### src/rtl/pipe_hazard_ctrl_pkg.sv
// Shared definitions for the pipeline stall/flush sequencer: state encoding,
// register-address width and stall-counter width.
package pipe_hazard_ctrl_pkg;

    typedef enum logic {
        ST_RUN   = 1'b0,
        ST_MULTI = 1'b1
    } state_e;

    localparam int REG_AW = 5;
    localparam int SC_W   = 16;

    function automatic logic [SC_W-1:0] sat_inc_sc(input logic [SC_W-1:0] v);
        return (v == {SC_W{1'b1}}) ? v : v + 1'b1;
    endfunction

endpackage

### src/rtl/pipe_hazard_ctrl_if.sv
// Hazard-control bundle between the datapath (master) and the stall/flush
// sequencer (slave).
interface pipe_hazard_ctrl_if;
    import pipe_hazard_ctrl_pkg::*;

    logic [REG_AW-1:0] ID_rs1;
    logic [REG_AW-1:0] ID_rs2;
    logic              ID_rs1_used;
    logic              ID_rs2_used;
    logic [REG_AW-1:0] EX_rd;
    logic              EX_mem_read;
    logic              EX_branch_clear;
    logic              EX_jump;
    logic              EX_multi;
    logic              MEM_access;
    logic              dmem_ready;

    logic              PC_stall;
    logic              IF_ID_stall;
    logic              ID_EX_stall;
    logic              EX_MEM_stall;
    logic              IF_ID_flush;
    logic              ID_EX_flush;
    logic              MEM_WB_bubble;
    logic              pc_redirect;
    logic              multi_done;
    logic              mem_timeout;
    logic [SC_W-1:0]   stall_count;

    modport master (
        output ID_rs1, ID_rs2, ID_rs1_used, ID_rs2_used, EX_rd, EX_mem_read,
               EX_branch_clear, EX_jump, EX_multi, MEM_access, dmem_ready,
        input  PC_stall, IF_ID_stall, ID_EX_stall, EX_MEM_stall, IF_ID_flush,
               ID_EX_flush, MEM_WB_bubble, pc_redirect, multi_done,
               mem_timeout, stall_count
    );

    modport slave (
        input  ID_rs1, ID_rs2, ID_rs1_used, ID_rs2_used, EX_rd, EX_mem_read,
               EX_branch_clear, EX_jump, EX_multi, MEM_access, dmem_ready,
        output PC_stall, IF_ID_stall, ID_EX_stall, EX_MEM_stall, IF_ID_flush,
               ID_EX_flush, MEM_WB_bubble, pc_redirect, multi_done,
               mem_timeout, stall_count
    );

endinterface

### src/rtl/pipe_hazard_ctrl_hazard_detect.sv
// Load-use comparator: the load in EX writes a register that the instruction
// in ID actually reads. x0 never creates a dependency.
module hazard_detect
    import pipe_hazard_ctrl_pkg::*;
(
    input  logic [REG_AW-1:0] i_id_rs1,
    input  logic [REG_AW-1:0] i_id_rs2,
    input  logic              i_id_rs1_used,
    input  logic              i_id_rs2_used,
    input  logic [REG_AW-1:0] i_ex_rd,
    input  logic              i_ex_mem_read,
    output logic              o_lu
);

    logic w_rs1_hit;
    logic w_rs2_hit;

    assign w_rs1_hit = i_id_rs1_used && (i_id_rs1 == i_ex_rd);
    assign w_rs2_hit = i_id_rs2_used && (i_id_rs2 == i_ex_rd);
    assign o_lu      = i_ex_mem_read && (i_ex_rd != '0) && (w_rs1_hit || w_rs2_hit);

endmodule

### src/rtl/pipe_hazard_ctrl.sv
// Central stall/flush sequencer: prioritises memory wait, multi-cycle EX,
// branch/jump redirect and load-use into pipeline register controls.
module pipe_hazard_ctrl
    import pipe_hazard_ctrl_pkg::*;
#(
    parameter int unsigned MULTI_LAT   = 4,
    parameter int unsigned MEM_TIMEOUT = 255
) (
    input  logic               clk,
    input  logic               rst,
    pipe_hazard_ctrl_if.slave  bus
);

    localparam logic [3:0] MCNT_LOAD = 4'(MULTI_LAT - 1);
    localparam logic [7:0] WAIT_LIM  = 8'(MEM_TIMEOUT);

    state_e          r_st;
    logic [3:0]      r_mcnt;
    logic [7:0]      r_wcnt;
    logic [SC_W-1:0] r_stall_count;
    logic            r_mem_timeout;

    state_e          w_next_st;
    logic [3:0]      w_next_mcnt;
    logic            w_mw;
    logic            w_lu;
    logic            w_pc_stall, w_if_id_stall, w_id_ex_stall, w_ex_mem_stall;
    logic            w_if_id_flush, w_id_ex_flush, w_mem_wb_bubble;
    logic            w_pc_redirect, w_multi_done;

    assign w_mw = bus.MEM_access && !bus.dmem_ready;

    hazard_detect u_hazard_detect (
        .i_id_rs1      (bus.ID_rs1),
        .i_id_rs2      (bus.ID_rs2),
        .i_id_rs1_used (bus.ID_rs1_used),
        .i_id_rs2_used (bus.ID_rs2_used),
        .i_ex_rd       (bus.EX_rd),
        .i_ex_mem_read (bus.EX_mem_read),
        .o_lu          (w_lu)
    );

    always_comb begin
        // NOTE: every output and next-state value gets a default first so no path infers a latch.
        w_next_st       = r_st;
        w_next_mcnt     = r_mcnt;
        w_pc_stall      = 1'b0;
        w_if_id_stall   = 1'b0;
        w_id_ex_stall   = 1'b0;
        w_ex_mem_stall  = 1'b0;
        w_if_id_flush   = 1'b0;
        w_id_ex_flush   = 1'b0;
        w_mem_wb_bubble = 1'b0;
        w_pc_redirect   = 1'b0;
        w_multi_done    = 1'b0;

        if (!rst) begin
            if (w_mw) begin
                // Freeze everything, including the multi-cycle countdown.
                w_pc_stall      = 1'b1;
                w_if_id_stall   = 1'b1;
                w_id_ex_stall   = 1'b1;
                w_ex_mem_stall  = 1'b1;
                w_mem_wb_bubble = 1'b1;
            end else if ((r_st == ST_RUN && bus.EX_multi) ||
                         (r_st == ST_MULTI && r_mcnt != 4'd0)) begin
                w_pc_stall    = 1'b1;
                w_if_id_stall = 1'b1;
                w_id_ex_stall = 1'b1;
                if (r_st == ST_RUN) begin
                    w_next_st   = ST_MULTI;
                    w_next_mcnt = MCNT_LOAD;
                end else begin
                    w_next_mcnt = r_mcnt - 4'd1;
                end
            end else begin
                // Release cycle falls through so a deferred redirect issues now.
                if (r_st == ST_MULTI) begin
                    w_multi_done = 1'b1;
                    w_next_st    = ST_RUN;
                end
                if (bus.EX_branch_clear || bus.EX_jump) begin
                    w_pc_redirect = 1'b1;
                    w_if_id_flush = 1'b1;
                    w_id_ex_flush = 1'b1;
                end else if (w_lu) begin
                    w_pc_stall    = 1'b1;
                    w_if_id_stall = 1'b1;
                    w_id_ex_flush = 1'b1;
                end
            end
        end
    end

    // NOTE: sequential state uses non-blocking assignments so all registers sample the same pre-edge values.
    always_ff @(posedge clk) begin
        if (rst) begin
            r_st          <= ST_RUN;
            r_mcnt        <= 4'd0;
            r_wcnt        <= 8'd0;
            r_stall_count <= '0;
            r_mem_timeout <= 1'b0;
        end else begin
            r_st   <= w_next_st;
            r_mcnt <= w_next_mcnt;
            if (w_mw) begin
                if (r_wcnt != 8'hFF) r_wcnt <= r_wcnt + 8'd1;
                if (r_wcnt >= WAIT_LIM) r_mem_timeout <= 1'b1;
            end else begin
                r_wcnt <= 8'd0;
            end
            if (w_pc_stall) r_stall_count <= sat_inc_sc(r_stall_count);
        end
    end

    assign bus.PC_stall      = w_pc_stall;
    assign bus.IF_ID_stall   = w_if_id_stall;
    assign bus.ID_EX_stall   = w_id_ex_stall;
    assign bus.EX_MEM_stall  = w_ex_mem_stall;
    assign bus.IF_ID_flush   = w_if_id_flush;
    assign bus.ID_EX_flush   = w_id_ex_flush;
    assign bus.MEM_WB_bubble = w_mem_wb_bubble;
    assign bus.pc_redirect   = w_pc_redirect;
    assign bus.multi_done    = w_multi_done;
    assign bus.mem_timeout   = r_mem_timeout;
    assign bus.stall_count   = r_stall_count;

endmodule

### src/flat_wrapper.sv
// flat-port wrapper written by rule: the top's interface ports become plain ports
module pipe_hazard_ctrl_flat import pipe_hazard_ctrl_pkg::*;
#(
    parameter int unsigned MULTI_LAT   = 4,
    parameter int unsigned MEM_TIMEOUT = 255
)
  (clk, rst, bus_ID_rs1, bus_ID_rs2, bus_ID_rs1_used, bus_ID_rs2_used, bus_EX_rd, bus_EX_mem_read, bus_EX_branch_clear, bus_EX_jump, bus_EX_multi, bus_MEM_access, bus_dmem_ready, bus_PC_stall, bus_IF_ID_stall, bus_ID_EX_stall, bus_EX_MEM_stall, bus_IF_ID_flush, bus_ID_EX_flush, bus_MEM_WB_bubble, bus_pc_redirect, bus_multi_done, bus_mem_timeout, bus_stall_count);
  pipe_hazard_ctrl_if bus_i ();
  input  logic clk;
  input  logic rst;
  input wire logic [$bits(bus_i.ID_rs1)-1:0] bus_ID_rs1;
  input wire logic [$bits(bus_i.ID_rs2)-1:0] bus_ID_rs2;
  input wire logic [$bits(bus_i.ID_rs1_used)-1:0] bus_ID_rs1_used;
  input wire logic [$bits(bus_i.ID_rs2_used)-1:0] bus_ID_rs2_used;
  input wire logic [$bits(bus_i.EX_rd)-1:0] bus_EX_rd;
  input wire logic [$bits(bus_i.EX_mem_read)-1:0] bus_EX_mem_read;
  input wire logic [$bits(bus_i.EX_branch_clear)-1:0] bus_EX_branch_clear;
  input wire logic [$bits(bus_i.EX_jump)-1:0] bus_EX_jump;
  input wire logic [$bits(bus_i.EX_multi)-1:0] bus_EX_multi;
  input wire logic [$bits(bus_i.MEM_access)-1:0] bus_MEM_access;
  input wire logic [$bits(bus_i.dmem_ready)-1:0] bus_dmem_ready;
  output wire logic [$bits(bus_i.PC_stall)-1:0] bus_PC_stall;
  output wire logic [$bits(bus_i.IF_ID_stall)-1:0] bus_IF_ID_stall;
  output wire logic [$bits(bus_i.ID_EX_stall)-1:0] bus_ID_EX_stall;
  output wire logic [$bits(bus_i.EX_MEM_stall)-1:0] bus_EX_MEM_stall;
  output wire logic [$bits(bus_i.IF_ID_flush)-1:0] bus_IF_ID_flush;
  output wire logic [$bits(bus_i.ID_EX_flush)-1:0] bus_ID_EX_flush;
  output wire logic [$bits(bus_i.MEM_WB_bubble)-1:0] bus_MEM_WB_bubble;
  output wire logic [$bits(bus_i.pc_redirect)-1:0] bus_pc_redirect;
  output wire logic [$bits(bus_i.multi_done)-1:0] bus_multi_done;
  output wire logic [$bits(bus_i.mem_timeout)-1:0] bus_mem_timeout;
  output wire logic [$bits(bus_i.stall_count)-1:0] bus_stall_count;
  assign bus_i.ID_rs1 = bus_ID_rs1;
  assign bus_i.ID_rs2 = bus_ID_rs2;
  assign bus_i.ID_rs1_used = bus_ID_rs1_used;
  assign bus_i.ID_rs2_used = bus_ID_rs2_used;
  assign bus_i.EX_rd = bus_EX_rd;
  assign bus_i.EX_mem_read = bus_EX_mem_read;
  assign bus_i.EX_branch_clear = bus_EX_branch_clear;
  assign bus_i.EX_jump = bus_EX_jump;
  assign bus_i.EX_multi = bus_EX_multi;
  assign bus_i.MEM_access = bus_MEM_access;
  assign bus_i.dmem_ready = bus_dmem_ready;
  assign bus_PC_stall = bus_i.PC_stall;
  assign bus_IF_ID_stall = bus_i.IF_ID_stall;
  assign bus_ID_EX_stall = bus_i.ID_EX_stall;
  assign bus_EX_MEM_stall = bus_i.EX_MEM_stall;
  assign bus_IF_ID_flush = bus_i.IF_ID_flush;
  assign bus_ID_EX_flush = bus_i.ID_EX_flush;
  assign bus_MEM_WB_bubble = bus_i.MEM_WB_bubble;
  assign bus_pc_redirect = bus_i.pc_redirect;
  assign bus_multi_done = bus_i.multi_done;
  assign bus_mem_timeout = bus_i.mem_timeout;
  assign bus_stall_count = bus_i.stall_count;
  pipe_hazard_ctrl #(.MULTI_LAT(MULTI_LAT), .MEM_TIMEOUT(MEM_TIMEOUT)) u_core (.clk(clk), .rst(rst), .bus(bus_i));
endmodule
### config.mk
export PLATFORM = sky130hd
export DESIGN_NAME = pipe_hazard_ctrl_flat
export DESIGN_NICKNAME = d
export VERILOG_FILES = /design/src/rtl/pipe_hazard_ctrl_pkg.sv /design/src/rtl/pipe_hazard_ctrl_if.sv /design/src/rtl/pipe_hazard_ctrl_hazard_detect.sv /design/src/rtl/pipe_hazard_ctrl.sv /design/src/flat_wrapper.sv
export SDC_FILE = /design/constraint.sdc
export NUM_CORES = 1
export LEC_CHECK = 0
export ABC_AREA = 1
export CAP_MARGIN = 20
export CORE_ASPECT_RATIO = 0.9
export CORE_MARGIN = 5
export CORE_UTILIZATION = 43
export CTS_CLUSTER_DIAMETER = 120
export DETAILED_ROUTE_END_ITERATION = 12
export GPL_TIMING_DRIVEN = 0
export PLACE_DENSITY = 0.72
export SLEW_MARGIN = 5
export SYNTH_ARGS = -nofsm -noshare
export SYNTH_HDL_FRONTEND = slang
export SYNTH_SLANG_ARGS = --single-unit
### constraint.sdc
create_clock -name clk -period 4.1 [get_ports clk]
set_clock_uncertainty 0.05 [all_clocks]
set_input_delay 0.41 -clock clk [delete_from_list [all_inputs] [get_ports clk]]
set_output_delay 0.41 -clock clk [all_outputs]
set_load 0.005 [all_outputs]
==> reports/results.ini <==
[worst_setup_path]
worstPathArrival_ns=2.61
crit_fanout=11
max_stage_delay_ns=0.54
worst-setup-path-type=in -> out
start_kind=primary input
required_ns=3.64
slowest_stage=clkdlybuf4s50_1
crit_chain=clkdlybuf4s50_1, inv_2, nand2_1, nand2_1, nor2_1, nand3_1, nand2_1, nand3_1, nand2_2, buf_2, buf_4, clkdlybuf4s50_1
cp_common_cell=nand2_1
cp-end-kind=output pin

[synthesis]
syn-num-nets=320
syn_area_sq_mm=0.001916
synth_edf_count=0
yosys_warnings=0
syn_inst=292
ys_ff_latch=30
async_reset_ff_frac=0
synth.yosys.seq_area_share=0.3135
ys_dominant_reg_cell=dfxtp_1
avgSynthCellArea_sq_um=6.560
synth.distinct_cells=28

[timing]
maxSlewViolCount=0
fmax_ghz=0.3259
setup_violations=0
worst_pin_slew_ns=0.7303
fin_crit_ns=3.068
finalSetupTns_ns=0
relSlewSlack=0.5132
worst_slack_ns=1.032
final.period_utilization=0.7484
hold_viol_final=0
rsz0062_at_grt=false

[clocking]
ctsHtreeMaxLevel=2
numClockSinks=30
path_clk_slew_ns=0.06
ctsResizeCount=0
cts_buffers=5
postCtsHoldBufs=0
cts_buffer_depth=2
root_buffer=clkbuf_8
cts_tree=yes
postCtsSetupRepairBufs=0
clk_latency_ns=0.28

[global_route]
grt_pass1_vias=1719
grt_usage=0.1636
grt_pass1_wl_mm=7.500
overflow=0
antenna_found_initial=0
grt_max_degree=12

[drt]
vias=1962
firstDrtPassIters=4
vias_per_cell=4.785
ant_nets=0
drc=0
wl_mm=4.514
avgRoutedWirePerCell_um=11.01
first_iter_violations=106

[placement]
hpwlAfterDp_mm=3.487
dp_slack_ns=1.026
io_buffer_count=49
placed_cells=403
gp_congestion=0.8243

[cells_and_area]
instances_no_fill=410
finalCoreUtilization=0.5935
nets=376
area_delta_synth_final_pct=35.53
fillers=401
final_cell_mix=69 x nand2_1, 49 x clkdlybuf4s50_1, 38 x inv_1
drive_gt1_frac=0.1034
final_common_cell=nand2_1
n_antenna_cell=0

[floorplan]
row_count=23
io_pins=51
die_w_um=80.36
dieHeight_um=73.32
start_util=0.4379
core-area_sq_mm=0.004374
die_area_sq_mm=0.005892

[min_path]
worst_hold_path_type=reg -> reg

[pwr]
powerDensity_mw_per_mm2=282.1
ir_drop_mv=0.1824
power.leakage_nw=1.082

[run_status]
outcome=finished, final reports clean

[job]
maxCapViolations=0

[final timing paths]
| path | start | endpoint | slack [ns] | depth (start not counted) |
|---|---|---|---|---|
| worst max-delay path | bus_EX_rd[4] | bus_PC_stall | 1.03 | 12 |
| worst max register to register | u_core.r_mcnt[0]$_SDFFE_PP0P_ | u_core.bus.stall_count[0]$_SDFFE_PP0P_ | 2.08 | 12 |
| worst min register to register | u_core.bus.mem_timeout$_SDFFE_PP0P_ | u_core.bus.mem_timeout$_SDFFE_PP0P_ | 0.42 | 2 |
| worst min-delay path | u_core.bus.mem_timeout$_SDFFE_PP0P_ | u_core.bus.mem_timeout$_SDFFE_PP0P_ | 0.42 | 2 |
[worst max-delay path: cells and delay by family]
kind | cells | cell delay [ns]
buffers and inverters | 5 | 1.50
and+or+nand+nor | 7 | 0.69
[metal layers]
layer	share of wire	global-route usage
met5	0	0
met4	0.011	0.05253
met3	0.054	0.05270
met2	0.47	0.2665
met1	0.46	0.2056
[flip-flops by register name, indices dropped and copies added (netlist names)]
signal,flops
u_core.r_wcnt,8
u_core.r_mcnt,4
u_core.r_st,1
u_core.bus.mem_timeout,1
u_core.bus.stall_count,16
[report_power, final]
group | internal, W | switching (W) | total [W] | leakage, nW
sequential | 0.000300 | 0.00000715 | 0.000307 | 0.243
clock | 0.000194 | 0.000111 | 0.000305 | 0.0573
combinational | 0.0000600 | 0.0000607 | 0.000121 | 0.782
total | 0.000554 | 0.000178 | 0.000733 | 1.08
[logic make-up after synthesis]
logic type	share of synthesized area
xor+xnor	0.05944
fa+ha+maj	0.01960
buf+inv	0.1150
flops	0.3135
compound gates	0.1261
simple gates	0.3664
[cell type report]
type,count,area [sq um],area share
Timing Repair Buffer,49,490.5,0.1889
Inverter,45,168.9,0.06506
Buffer,8,51.30,0.01976
Clock buffer,6,82.58,0.03181
Multi-Input combinational cell,209,1095,0.4217
Tap cell,62,77.57,0.02988
Sequential cell,30,600.6,0.2313
Clock inverter,1,30.03,0.01157
[stage by stage]
stage                     hold slack, ns  area (sq um)  power (W)
after CTS                         0.4242          2596  0.0007430
final                             0.4198          2596  0.0007325
after global placement            0.3855          2484  0.0004330
after global routing              0.4437          2596  0.0007711
after floorplan                   0.3724          1916  0.0003778
after detailed placement          0.4041          2484  0.0004346
[Yosys cell counts, drive strengths merged (3+ instances only)]
cell    n  area (sq um)
nand3  32         160.2
ha      3         37.54
buf     6         43.79
nand2  71         276.5
nor2   34         127.6
dfxtp  30         600.6
o21ai  11         55.05
nand4   7         58.81
xnor2   4         35.03
a21oi  25         162.6
xor2    9         78.83
nor3    7         57.55
inv    45         168.9
No activity file was read; power rests on OpenSTA's default activity.
